--- config.mk ---
export PLATFORM = sky130hd
export DESIGN_NAME = rst_seq_ctrl
export DESIGN_NICKNAME = d
export VERILOG_FILES = /design/src/rtl/rst_seq_pkg.sv /design/src/rtl/sync_2ff.sv /design/src/rtl/rst_seq_ctrl.sv
export SDC_FILE = /design/constraint.sdc
export NUM_CORES = 1
export LEC_CHECK = 0
export CORE_UTILIZATION = 55
export DETAILED_ROUTE_END_ITERATION = 10
export PLACE_DENSITY_LB_ADDON = 0.05
export SYNTH_ARGS = -nofsm -noshare
export SYNTH_HDL_FRONTEND = slang
export SYNTH_SLANG_ARGS = --single-unit
--- constraint.sdc ---
create_clock -name i_clk -period 5.2 [get_ports i_clk]
set_input_delay 1.3 -clock i_clk [delete_from_list [all_inputs] [get_ports i_clk]]
set_output_delay 1.3 -clock i_clk [all_outputs]
set_load 0.02 [all_outputs]
--- src/rtl/rst_seq_pkg.sv ---
// Shared types and helpers for the reset sequencer: FSM state encoding and
// a counter width helper that never returns zero.
package rst_seq_pkg;

   localparam int unsigned STATE_W = 3;

   typedef enum logic [STATE_W-1:0] {
      PLL_RST   = 3'd0,
      WAIT_LOCK = 3'd1,
      STABLE    = 3'd2,
      RELEASE   = 3'd3,
      RUN       = 3'd4,
      FAULT     = 3'd5
   } state_e;

   function automatic int unsigned clog2_min1(input int unsigned v);
      return (v <= 1) ? 1 : $clog2(v);
   endfunction

endpackage

--- src/rtl/sync_2ff.sv ---
// Two-flop synchronizer for asynchronous level inputs, cleared to 0 on reset.
module sync_2ff #(
   parameter int unsigned WIDTH = 1
) (
   input  logic             i_clk,
   input  logic             i_rst,
   input  logic [WIDTH-1:0] i_d,
   output logic [WIDTH-1:0] o_q
);

   logic [WIDTH-1:0] r_meta;
   logic [WIDTH-1:0] r_sync;

   always_ff @(posedge i_clk or posedge i_rst) begin
      if (i_rst) begin
         r_meta <= '0;
         r_sync <= '0;
      end else begin
         r_meta <= i_d;
         r_sync <= r_meta;
      end
   end

   assign o_q = r_sync;

endmodule

--- src/rtl/rst_seq_ctrl.sv ---
// PLL reset / lock-watch sequencer releasing per-domain resets in order,
// with re-sequencing on lock loss or external request and a sticky fault.
module rst_seq_ctrl
   import rst_seq_pkg::*;
#(
   parameter int unsigned N_DOM            = 2,
   parameter int unsigned PLL_RST_CYC      = 16,
   parameter int unsigned LOCK_STABLE_CYC  = 256,
   parameter int unsigned LOCK_TIMEOUT_CYC = 65536,
   parameter int unsigned REL_GAP_CYC      = 32,
   parameter int unsigned MAX_RETRY        = 3
) (
   input  logic                                i_clk,
   input  logic                                i_rst,
   input  logic                                i_ext_rst_req,
   input  logic [N_DOM-1:0]                    i_pll_locked,
   output logic                                o_pll_rst,
   output logic [N_DOM-1:0]                    o_dom_rst,
   output logic                                o_seq_done,
   output logic                                o_fault,
   output logic [clog2_min1(MAX_RETRY+1)-1:0]  o_retry_cnt,
   output logic [STATE_W-1:0]                  o_state
);

   localparam int unsigned RST_W = clog2_min1(PLL_RST_CYC);
   localparam int unsigned STB_W = clog2_min1(LOCK_STABLE_CYC);
   localparam int unsigned TO_W  = clog2_min1(LOCK_TIMEOUT_CYC);
   localparam int unsigned GAP_W = clog2_min1(REL_GAP_CYC);
   localparam int unsigned IDX_W = clog2_min1(N_DOM);
   localparam int unsigned RTY_W = clog2_min1(MAX_RETRY + 1);

   localparam logic [RST_W-1:0] RST_LAST = RST_W'(PLL_RST_CYC - 1);
   localparam logic [STB_W-1:0] STB_LAST = STB_W'(LOCK_STABLE_CYC - 1);
   localparam logic [TO_W-1:0]  TO_LAST  = TO_W'(LOCK_TIMEOUT_CYC - 1);
   localparam logic [GAP_W-1:0] GAP_LAST = GAP_W'(REL_GAP_CYC - 1);
   localparam logic [IDX_W-1:0] IDX_LAST = IDX_W'(N_DOM - 1);
   localparam logic [RTY_W-1:0] RTY_MAX  = RTY_W'(MAX_RETRY);

   logic [N_DOM-1:0] w_locked;
   logic             w_ext;
   logic             w_lk;

   state_e           r_state,     w_state_nxt;
   logic [RST_W-1:0] r_rst_cnt,   w_rst_cnt_nxt;
   logic [STB_W-1:0] r_stb_cnt,   w_stb_cnt_nxt;
   logic [TO_W-1:0]  r_to_cnt,    w_to_cnt_nxt;
   logic [GAP_W-1:0] r_gap_cnt,   w_gap_cnt_nxt;
   logic [IDX_W-1:0] r_idx,       w_idx_nxt;
   logic [RTY_W-1:0] r_retry_cnt, w_retry_nxt;
   logic [N_DOM-1:0] r_dom_rst,   w_dom_nxt;
   logic             r_pll_rst,   w_pll_rst_nxt;
   logic             r_seq_done,  w_seq_done_nxt;
   logic             r_fault,     w_fault_nxt;
   logic [RTY_W-1:0] w_retry_inc;

   sync_2ff #(.WIDTH(N_DOM)) u_sync_lock (
      .i_clk (i_clk),
      .i_rst (i_rst),
      .i_d   (i_pll_locked),
      .o_q   (w_locked)
   );

   sync_2ff #(.WIDTH(1)) u_sync_ext (
      .i_clk (i_clk),
      .i_rst (i_rst),
      .i_d   (i_ext_rst_req),
      .o_q   (w_ext)
   );

   assign w_lk        = &w_locked;
   assign w_retry_inc = r_retry_cnt + RTY_W'(1);

   always_comb begin
      w_state_nxt   = r_state;
      w_rst_cnt_nxt = r_rst_cnt;
      w_stb_cnt_nxt = r_stb_cnt;
      w_to_cnt_nxt  = r_to_cnt;
      w_gap_cnt_nxt = r_gap_cnt;
      w_idx_nxt     = r_idx;
      w_retry_nxt   = r_retry_cnt;
      w_dom_nxt     = r_dom_rst;

      if (w_ext) begin
         w_state_nxt   = PLL_RST;
         w_rst_cnt_nxt = '0;
         w_stb_cnt_nxt = '0;
         w_to_cnt_nxt  = '0;
         w_gap_cnt_nxt = '0;
         w_idx_nxt     = '0;
         w_retry_nxt   = '0;
      end else begin
         unique case (r_state)
            PLL_RST: begin
               if (r_rst_cnt == RST_LAST) begin
                  w_state_nxt   = WAIT_LOCK;
                  w_rst_cnt_nxt = '0;
                  w_to_cnt_nxt  = '0;
               end else begin
                  w_rst_cnt_nxt = r_rst_cnt + RST_W'(1);
               end
            end
            WAIT_LOCK: begin
               if (w_lk) begin
                  w_state_nxt   = STABLE;
                  w_stb_cnt_nxt = '0;
               end else if (r_to_cnt == TO_LAST) begin
                  w_retry_nxt   = w_retry_inc;
                  w_to_cnt_nxt  = '0;
                  w_rst_cnt_nxt = '0;
                  w_state_nxt   = (w_retry_inc == RTY_MAX) ? FAULT : PLL_RST;
               end else begin
                  w_to_cnt_nxt = r_to_cnt + TO_W'(1);
               end
            end
            STABLE: begin
               // Timeout timer deliberately kept so a flapping lock still times out.
               if (!w_lk) begin
                  w_state_nxt = WAIT_LOCK;
               end else if (r_stb_cnt == STB_LAST) begin
                  w_state_nxt   = RELEASE;
                  w_idx_nxt     = '0;
                  w_gap_cnt_nxt = '0;
               end else begin
                  w_stb_cnt_nxt = r_stb_cnt + STB_W'(1);
               end
            end
            RELEASE: begin
               if (!w_lk) begin
                  w_state_nxt   = PLL_RST;
                  w_rst_cnt_nxt = '0;
               end else if (r_gap_cnt == GAP_LAST) begin
                  w_dom_nxt[r_idx] = 1'b0;
                  w_gap_cnt_nxt    = '0;
                  if (r_idx == IDX_LAST) begin
                     w_state_nxt = RUN;
                     w_retry_nxt = '0;
                  end else begin
                     w_idx_nxt = r_idx + IDX_W'(1);
                  end
               end else begin
                  w_gap_cnt_nxt = r_gap_cnt + GAP_W'(1);
               end
            end
            RUN: begin
               if (!w_lk) begin
                  w_state_nxt   = PLL_RST;
                  w_rst_cnt_nxt = '0;
               end
            end
            FAULT: begin
               w_state_nxt = FAULT;
            end
            default: begin
               w_state_nxt   = PLL_RST;
               w_rst_cnt_nxt = '0;
            end
         endcase
      end

      // Domain resets may only be released while in RELEASE or RUN.
      if (w_state_nxt != RELEASE && w_state_nxt != RUN) begin
         w_dom_nxt = '1;
      end
      w_pll_rst_nxt  = (w_state_nxt == PLL_RST) || (w_state_nxt == FAULT);
      w_seq_done_nxt = (w_state_nxt == RUN);
      w_fault_nxt    = (w_state_nxt == FAULT);
   end

   always_ff @(posedge i_clk or posedge i_rst) begin
      if (i_rst) begin
         r_state     <= PLL_RST;
         r_rst_cnt   <= '0;
         r_stb_cnt   <= '0;
         r_to_cnt    <= '0;
         r_gap_cnt   <= '0;
         r_idx       <= '0;
         r_retry_cnt <= '0;
         r_dom_rst   <= '1;
         r_pll_rst   <= 1'b1;
         r_seq_done  <= 1'b0;
         r_fault     <= 1'b0;
      end else begin
         r_state     <= w_state_nxt;
         r_rst_cnt   <= w_rst_cnt_nxt;
         r_stb_cnt   <= w_stb_cnt_nxt;
         r_to_cnt    <= w_to_cnt_nxt;
         r_gap_cnt   <= w_gap_cnt_nxt;
         r_idx       <= w_idx_nxt;
         r_retry_cnt <= w_retry_nxt;
         r_dom_rst   <= w_dom_nxt;
         r_pll_rst   <= w_pll_rst_nxt;
         r_seq_done  <= w_seq_done_nxt;
         r_fault     <= w_fault_nxt;
      end
   end

   assign o_state     = r_state;
   assign o_pll_rst   = r_pll_rst;
   assign o_dom_rst   = r_dom_rst;
   assign o_seq_done  = r_seq_done;
   assign o_fault     = r_fault;
   assign o_retry_cnt = r_retry_cnt;

endmodule

==> metrics.txt, run 1 <==
placed cell areas=0.00293 mm²; Crit Reg-Reg Startpoint=o_state[0]; ranking of synthesized cells by area=dfrtp_1, xnor2_1, nor2_1, o21ai_0, nand2_1; Starting Density=57.8%; Post-synth EDFFs=0; Layout area overhead=9.79%; Final Hold Fails=0; Post-Syn Instances=284; Placer Congestion=0.846; CTS tree=built; PD cells=217 mW/mm²; Die ar.=0.00528 mm²; hold slack final=0.357 ns; worst-path maximum fanout=21; via/cell ratio=5.77; Largest delay share family, worst path=flip-flops; Top FF cell, synth=dfrtp_1; Sw Ratio=24.3%; Resize count post-CTS=0; Clock power frac=35.0%; # rows=25; Critical Path RT=3.90 ns; port bufs=14; CP cell instances=clkdlybuf4s50_1; first-pass GRT wire length=9400 µm; CP bufs+invs=1; DP Wirelength=3720 µm; maximum vdd ir drop=199 µV; worst-path cell with the longest stage delay=dfrtp_1; Max Cap Violations=0; CTS Buf Count=5; worst slack, placed=2.46 ns; fmax=324 MHz; Core Footprint=0.00475 mm²; Syn Nets=295; fin crit share=59.4%; count of final setup violators=0; crit start category=flop; clock buffer depth=2; worst hold path type=reg -> reg; P_sw=0.159 mW; clk slew on worst S/H paths=0.09 ns; outcome=finished, final reports clean; vias in the first global route=1999; # Post-CTS Setup Buffers=0; global route total overflow=0; final worst slack=2.11 ns; # fillers=435; clk_skew=0.00705 ns; Hold Path Stages=0; Comb pwr share=4.1%; final wirelength=5330 µm; CP arrival=1.79 ns; Synth Register Bits=50; area leader, netlist=dfrtp_1; Final Cell Area=0.00302 mm²; clk root buf=clkbuf_8; Diodes inserted=0; reg2reg path depth=4; leakage power=1.22 nW; fraction of registers with async set/reset=100%; setup tns final=0 ns; Total Power=0.654 mW; largest stage delay on the critical path=0.75 ns; die height=72.7 µm; # IOs=15; cell area after synthesis=0.00275 mm²; CP endpoint kind=primary output; most frequent cell after synthesis=dfrtp_1; drt first pass iters=4; post-route minimum period=3.09 ns; critical path type=reg -> out; RSZ-0062 raised after global routing=false; layout cells sized above 1=9.06%; Die W=72.7 µm; sequential share of power=61.0%; CTS Hold Bufs=0; routed vias=2105; P_int=0.495 mW; Synth Warn #=0; Hold EP=u_sync_lock.o_q[0]; antenna viol nets, final=0; flop2flop setup slack=2.91 ns; initial antenna violation count=0; Max-slew headroom=31.9%; Commonest cells post-synth=dfrtp_1, nor2_1, nand2_1, o21ai_0; Worst-Margin Slew=1.02 ns; Reg2Reg Capture Point=r_to_cnt[6]; share of the synthesized area in the top cell type=42.8%; Residual DRC=0; H-tree levels=2; Syn Area/Cell=9.67 µm²; iteration-0 DRC count of the detailed router=130; # clock sinks=50; layout net count=308; largest net degree at the start of global routing=51; gr usage total=22.8%; HP Start=u_sync_lock.r_meta[0]; register area share after synthesis=45.7%; Max Slew Vio Count=0; count of different cell masters after synthesis=56; Clk Latency, worst-skew pair=0.31 ns; WL/cell=14.6 µm
cell families after synthesis:
logic type / synth area share [%]
multiplexers: 0.364
AND/OR/NAND/NOR: 25.3
AO/OA/AOI/OAI: 18.4
flip-flops: 45.7
adder cells (fa/ha/maj): 2.73
XOR/XNOR: 4.78
buffers and inverters: 2.73
cell type report:
type | instances | area [µm²] | share of cell area (%)
flip-flops and latches | 50 | 1250 | 41.6
inverters | 8 | 30.0 | 0.996
clock inverters | 3 | 21.3 | 0.705
repair buffers | 14 | 140 | 4.65
well taps | 67 | 83.8 | 2.78
multi-input cells | 218 | 1420 | 47.0
clock buffers | 5 | 68.8 | 2.28
cell usage in the layout (no fill, tap or decap), types with 4 or more instances in the layout:
master / count
a21o_1: 5
dfrtp_1: 47
nor2b_1: 6
nand3_1: 15
ha_1: 6
nand2_1: 23
a21oi_1: 9
clkbuf_8: 5
nand4_1: 7
nor3_1: 8
xnor2_1: 15
inv_1: 7
nor2_1: 31
clkdlybuf4s50_1: 14
or3_1: 7
o21ai_0: 23
a31oi_1: 4
worst max-delay path by stage:
stage	depth (start not counted)	slack, ns	startpoint	endpoint
after CTS	1	2.12	o_state[2]	o_state[2]
after global routing	1	2.02	o_state[2]	o_state[2]
after global placement	1	2.49	o_state[2]	o_state[2]
final	1	2.11	o_state[2]	o_state[2]
after detailed placement	1	2.46	o_state[2]	o_state[2]
after floorplan	1	2.70	i_rst	o_fault
through the flow:
step                util (%)  instances
floorplan                  -        284
global placement        61.5        357
detailed placement      61.5        357
CTS                     63.4        365
global route            63.4        365
finish                  63.4        365
flip-flops by register name (all words and copies together) (netlist names):
register and cells:
o_dom_rst 2, o_seq_done 1, o_state 3, o_pll_rst 1, r_idx 1, o_fault 1
u_sync_ext.o_q 1, u_sync_lock.o_q 2, o_retry_cnt 2, u_sync_lock.r_meta 2, r_to_cnt 16, r_rst_cnt 4
r_stb_cnt 8, r_gap_cnt 5, u_sync_ext.r_meta 1
power by group through the flow:
stage	Clock (mW)	Combinational [mW]	Sequential, mW
6_report	0.229	0.0266	0.399
5_1_grt	0.247	0.0305	0.400
4_1_cts	0.235	0.0275	0.399
3_5_place_dp	0	0.0274	0.406
3_3_place_gp	0	0.0268	0.406
2_1_floorplan	0	0.0219	0.403
layer usage:
metal	track usage [%]	share of wire [%]	vias to the layer above
met4	6.75	1.1	0
li1	-	-	1061
met3	4.56	2.9	6
met1	31.7	49	1012
met2	36.1	47	26
met5	0	0	-
(Power assumes the default switching activity.)
==> inputs of run 2 (changes only) <==
--- a/config.mk
+++ b/config.mk
@@ -5,7 +5,7 @@
 export SDC_FILE = /design/constraint.sdc
 export NUM_CORES = 1
 export LEC_CHECK = 0
-export CORE_UTILIZATION = 55
+export CORE_UTILIZATION = 54
 export DETAILED_ROUTE_END_ITERATION = 10
 export PLACE_DENSITY_LB_ADDON = 0.05
 export SYNTH_ARGS = -nofsm -noshare
==> constraint.sdc (replaced) <==
create_clock -name i_clk -period 2.75 [get_ports i_clk]
set_input_delay 0.6875 -clock i_clk [delete_from_list [all_inputs] [get_ports i_clk]]
set_output_delay 0.6875 -clock i_clk [all_outputs]
set_load 0.02 [all_outputs]
==> metrics.txt, run 2 (synthesis gave the netlist of run 1 again) <==
worst slack, placed=0.713 ns (was 2.46 ns); Post-Layout Cell Count=369 (was 365); first-pass GRT wire length=9620 µm (was 9400 µm); Max Cap Violations=0 (unchanged); CTS Hold Bufs=0 (unchanged); worst hold path type=reg -> reg (unchanged); layout net count=312 (was 308); drt first pass iters=4 (unchanged); # Post-CTS Setup Buffers=0 (unchanged); Max Slew Vio Count=0 (unchanged); hold slack final=0.353 ns (was 0.357 ns); clk slew on worst S/H paths=0.09 ns (about the same); CTS Buf Count=5 (unchanged); RSZ-0062 raised after global routing=false (unchanged); clk root buf=clkbuf_8 (unchanged); vias in the first global route=2070 (was 1999); final worst slack=0.385 ns (was 2.11 ns); layout cells sized above 1=9.93% (was 9.06%); PD cells=432 mW/mm² (was 217 mW/mm²); leakage power=1.26 nW (was 1.22 nW); Top reg by flops=r_to_cnt (unchanged); max reg flops=16 (unchanged); Resize count post-CTS=0 (unchanged); CTS tree=built (unchanged); Final Hold Fails=0 (unchanged); CP bufs+invs=1 (unchanged); outcome=finished, final reports clean (unchanged); multi-input logic area=0.00142 mm² (unchanged); fin crit share=86.0%; Clk Latency, worst-skew pair=0.29 ns (was 0.31 ns); Register Area=0.00125 mm² (unchanged); Diodes inserted=0 (unchanged); # fillers=419 (was 435); Layout area overhead=12.3% (was 9.79%); antenna viol nets, final=0 (unchanged); global route total overflow=0 (unchanged); maximum vdd ir drop=320 µV (was 199 µV); clock buffer depth=2 (unchanged); Total Power=1.33 mW (was 0.654 mW); Die ar.=0.00538 mm² (was 0.00528 mm²); # rows=25 (unchanged); iteration-0 DRC count of the detailed router=143 (was 130); Critical Path RT=2.06 ns (was 3.90 ns); setup tns final=0 ns (unchanged); Residual DRC=0 (unchanged); largest stage delay on the critical path=0.70 ns (was 0.75 ns); Max-slew headroom=60.3% (was 31.9%); initial antenna violation count=0 (unchanged); post-route minimum period=2.37 ns; commonest cells after routing, fill and taps aside=dfrtp_1, nor2_1, nand2_1, o21ai_0 (unchanged); CP arrival=1.68 ns (was 1.79 ns); via/cell ratio=5.80 (was 5.77); # clock sinks=50 (unchanged); DP Wirelength=3990 µm (was 3720 µm); Starting Density=57.0% (was 57.8%); critical path type=reg -> out (unchanged); fmax=423 MHz; Post-Place Cells=361 (was 357); routed vias=2139 (was 2105); final wirelength=5480 µm (was 5330 µm); port bufs=14 (unchanged); crit start category=flop (unchanged); WL/cell=14.8 µm (was 14.6 µm); Largest regs=r_to_cnt (16), r_stb_cnt (8), r_gap_cnt (5) (unchanged); largest net degree at the start of global routing=31 (was 51); Largest delay share family, worst path=buffers and inverters (was flip-flops); Core Footprint=0.00482 mm² (was 0.00475 mm²); Placer Congestion=0.898 (was 0.846); worst-path maximum fanout=16 (was 21); Worst-Margin Slew=0.595 ns (was 1.02 ns); die height=73.3 µm (was 72.7 µm); count of final setup violators=0 (unchanged); # IOs=15 (unchanged); gr usage total=23.0% (was 22.8%); clk_skew=0.00413 ns (was 0.00705 ns); CP endpoint kind=primary output (unchanged); Die W=73.3 µm (was 72.7 µm); CP cell instances=clkdlybuf4s50_1 (unchanged); worst-path cell with the longest stage delay=clkdlybuf4s50_1 (was dfrtp_1); H-tree levels=2 (unchanged); most common cell after layout, fill and taps aside=dfrtp_1 (unchanged)
## run 2: cell types whose count changed in the layout (fill, tap and decap cells not counted), sizes merged
cell and change:
clkinv -2, clkbuf +2, clkinvlp -1, buf +4, bufinv +1
## run 2: layout make-up
class	instances	share of cell area, %
Multi-Input combinational cell	218	45.9
Sequential cell	50	40.7
Timing Repair Buffer	18	5.92
Clock buffer	7	2.80
Tap cell	67	2.72
Clock inverter	1	0.974
Inverter	8	0.974
## run 2: metal layers
layer | GRT usage, % | share of wire [%] | vias to the layer above
met4 | 7.26 | 2.0 | 0
li1 | - | - | 1067
met3 | 3.84 | 2.2 | 12
met2 | 34.3 | 45 | 40
met1 | 34.4 | 51 | 1020
met5 | 0 | 0 | -
## run 2: final timing paths
path                       cells past startpoint           endpoint  slack, ns               from
setup / recovery                               1         o_state[1]       0.38         o_state[1]
hold / removal                                 0     u_sync_ext.o_q       0.35  u_sync_ext.r_meta
setup reg to reg                               7            o_fault       0.71       r_gap_cnt[0]
hold reg to reg                                0     u_sync_ext.o_q       0.35  u_sync_ext.r_meta
max in group asynchronous                      3          o_pll_rst       1.45              i_rst
min in group asynchronous                      2  u_sync_ext.r_meta       0.71              i_rst
## run 2: power breakdown
part	switching, mW	total, mW	internal (mW)
combinational	0.0413	0.0611	0.0197
sequential	0.00723	0.750	0.743
clock	0.226	0.523	0.297
## run 2: through the flow
stage                     utilization, %  area, µm²
after floorplan                        -       2750
after global placement              61.6       2970
after detailed placement            61.6       2970
after CTS                           64.0       3080
after global routing                64.0       3080
final                               64.0       3080
==> inputs of run 3 (changes only) <==
--- a/config.mk
+++ b/config.mk
@@ -5,9 +5,11 @@
 export SDC_FILE = /design/constraint.sdc
 export NUM_CORES = 1
 export LEC_CHECK = 0
-export CORE_UTILIZATION = 54
+export CORE_UTILIZATION = 55
 export DETAILED_ROUTE_END_ITERATION = 10
+export MAX_ROUTING_LAYER = met4
 export PLACE_DENSITY_LB_ADDON = 0.05
 export SYNTH_ARGS = -nofsm -noshare
 export SYNTH_HDL_FRONTEND = slang
 export SYNTH_SLANG_ARGS = --single-unit
+export TNS_END_PERCENT = 10
==> constraint.sdc (replaced) <==
create_clock -name i_clk -period 2.6 [get_ports i_clk]
set_input_delay 0.65 -clock i_clk [delete_from_list [all_inputs] [get_ports i_clk]]
set_output_delay 0.65 -clock i_clk [all_outputs]
set_load 0.02 [all_outputs]
==> metrics.txt, run 3 (synthesis gave the netlist of run 1 again) <==
Critical Path RT=1.95 ns (was 2.06 ns); gr usage total=24.1% (was 23.0%); first-pass GRT wire length=9510 µm (was 9620 µm); critical path type=reg -> out (unchanged); largest stage delay on the critical path=0.71 ns (was 0.70 ns); fmax=425 MHz; DP Wirelength=3910 µm (was 3990 µm); die height=72.7 µm (was 73.3 µm); Max Slew Vio Count=0 (unchanged); # IOs=15 (unchanged); flop2flop setup slack=0.53 ns (was 0.71 ns); initial antenna violation count=0 (unchanged); maximum vdd ir drop=305 µV (was 320 µV); clk root buf=clkbuf_8 (unchanged); outcome=finished, final reports clean (unchanged); Worst-Margin Slew=0.611 ns (was 0.595 ns); worst-path maximum fanout=16 (unchanged); max reg flops=16 (unchanged); antenna viol nets, final=0 (unchanged); WL/cell=14.7 µm (was 14.8 µm); # Post-CTS Setup Buffers=0 (unchanged); # clock sinks=50 (unchanged); CTS Buf Count=5 (unchanged); clk slew on worst S/H paths=0.09 ns (about the same); drt first pass iters=4 (unchanged); Final Hold Fails=0 (unchanged); layout net count=313 (was 312); CP endpoint kind=primary output (unchanged); CP arrival=1.71 ns (was 1.68 ns); largest net degree at the start of global routing=31 (unchanged); worst hold path type=reg -> reg (unchanged); CTS Hold Bufs=0 (unchanged); Residual DRC=0 (unchanged); Clk Latency, worst-skew pair=0.31 ns (was 0.29 ns); Layout Utilization=64.5% (was 64.0%); port bufs=14 (unchanged); most common cell after layout, fill and taps aside=dfrtp_1 (unchanged); Max-slew headroom=59.0% (was 60.3%); Largest delay share family, worst path=buffers and inverters (unchanged); vias in the first global route=2083 (was 2070); Resize count post-CTS=0 (unchanged); global route total overflow=0 (unchanged); CTS tree=built (unchanged); PD cells=432 mW/mm² (about the same); layout cells sized above 1=10.2% (was 9.93%); Max Cap Violations=0 (unchanged); routed vias=2121 (was 2139); Layout area overhead=11.7% (was 12.3%); Placer Congestion=0.884 (was 0.898); RSZ-0062 raised after global routing=false (unchanged); Core Footprint=0.00475 mm² (was 0.00482 mm²); Die ar.=0.00528 mm² (was 0.00538 mm²); Die W=72.7 µm (was 73.3 µm); clock buffer depth=2 (unchanged); leakage power=1.25 nW (was 1.26 nW); iteration-0 DRC count of the detailed router=131 (was 143); setup tns final=0 ns (unchanged); final wirelength=5430 µm (was 5480 µm); Top reg by flops=r_to_cnt (unchanged); worst-path cell with the longest stage delay=clkdlybuf4s50_1 (unchanged); Largest regs=r_to_cnt (16), r_stb_cnt (8), r_gap_cnt (5) (unchanged); fin crit share=90.6%; count of final setup violators=0 (unchanged); via/cell ratio=5.73 (was 5.80); Starting Density=57.8% (was 57.0%); clk_skew=0.00515 ns (was 0.00413 ns); CP bufs+invs=1 (unchanged); post-route minimum period=2.36 ns; commonest cells after routing, fill and taps aside=dfrtp_1, nor2_1, nand2_1, o21ai_0 (unchanged); Diodes inserted=0 (unchanged); H-tree levels=2 (unchanged); CP cell instances=clkdlybuf4s50_1 (unchanged); crit start category=flop (unchanged); # rows=25 (unchanged)
==> run 3: changes by cell type in the layout (fill, tap and decap cells not counted), sizes merged <==
cell	delta
buf	+1
clkinv	+1
bufinv	-1
==> run 3: stage by stage <==
step           worst slack (ns)  instances  hold slack, ns  total power [mW]  instance area [µm²]
4_1_cts                   0.248        370           0.358              1.34                 3070
5_1_grt                   0.170        370           0.365              1.38                 3070
2_1_floorplan             0.754        284           0.331             0.850                 2750
3_3_place_gp              0.613        362           0.333             0.873                 2980
6_report                  0.245        370           0.354              1.32                 3070
3_5_place_dp              0.538        362           0.336             0.874                 2980
==> run 3: cell type report <==
class / count / area (µm²)
tap: 67 / 83.8
timing repair buffer: 19 / 190
sequential: 50 / 1250
fill: 410 / 1690
clock buffer: 7 / 86.3
clock inverter: 1 / 5.00
multi-input combinational: 218 / 1420
inverter: 8 / 30.0
==> run 3: worst paths after layout <==
check                                       from                  to  cells after the start
setup / recovery                      o_state[1]          o_state[1]                      1
hold / removal             u_sync_lock.r_meta[1]  u_sync_lock.o_q[1]                      0
setup reg to reg                    r_gap_cnt[0]        r_gap_cnt[2]                      7
hold reg to reg            u_sync_lock.r_meta[1]  u_sync_lock.o_q[1]                      0
max in group asynchronous                  i_rst           o_pll_rst                      3
min in group asynchronous                  i_rst        r_stb_cnt[0]                      2
==> run 3: metal layers <==
metal / routed length (µm) / GRT usage, %
met1: 2670 / 32.0
met4: 74 / 8.93
met5: 0 / -
met2: 2530 / 37.2
met3: 159 / 4.14
==> run 3: power breakdown <==
part | switching, mW | internal, mW | total [mW]
clock network | 0.252 | 0.215 | 0.467
logic | 0.0406 | 0.0209 | 0.0615
registers | 0.0100 | 0.785 | 0.796
total | 0.303 | 1.02 | 1.32
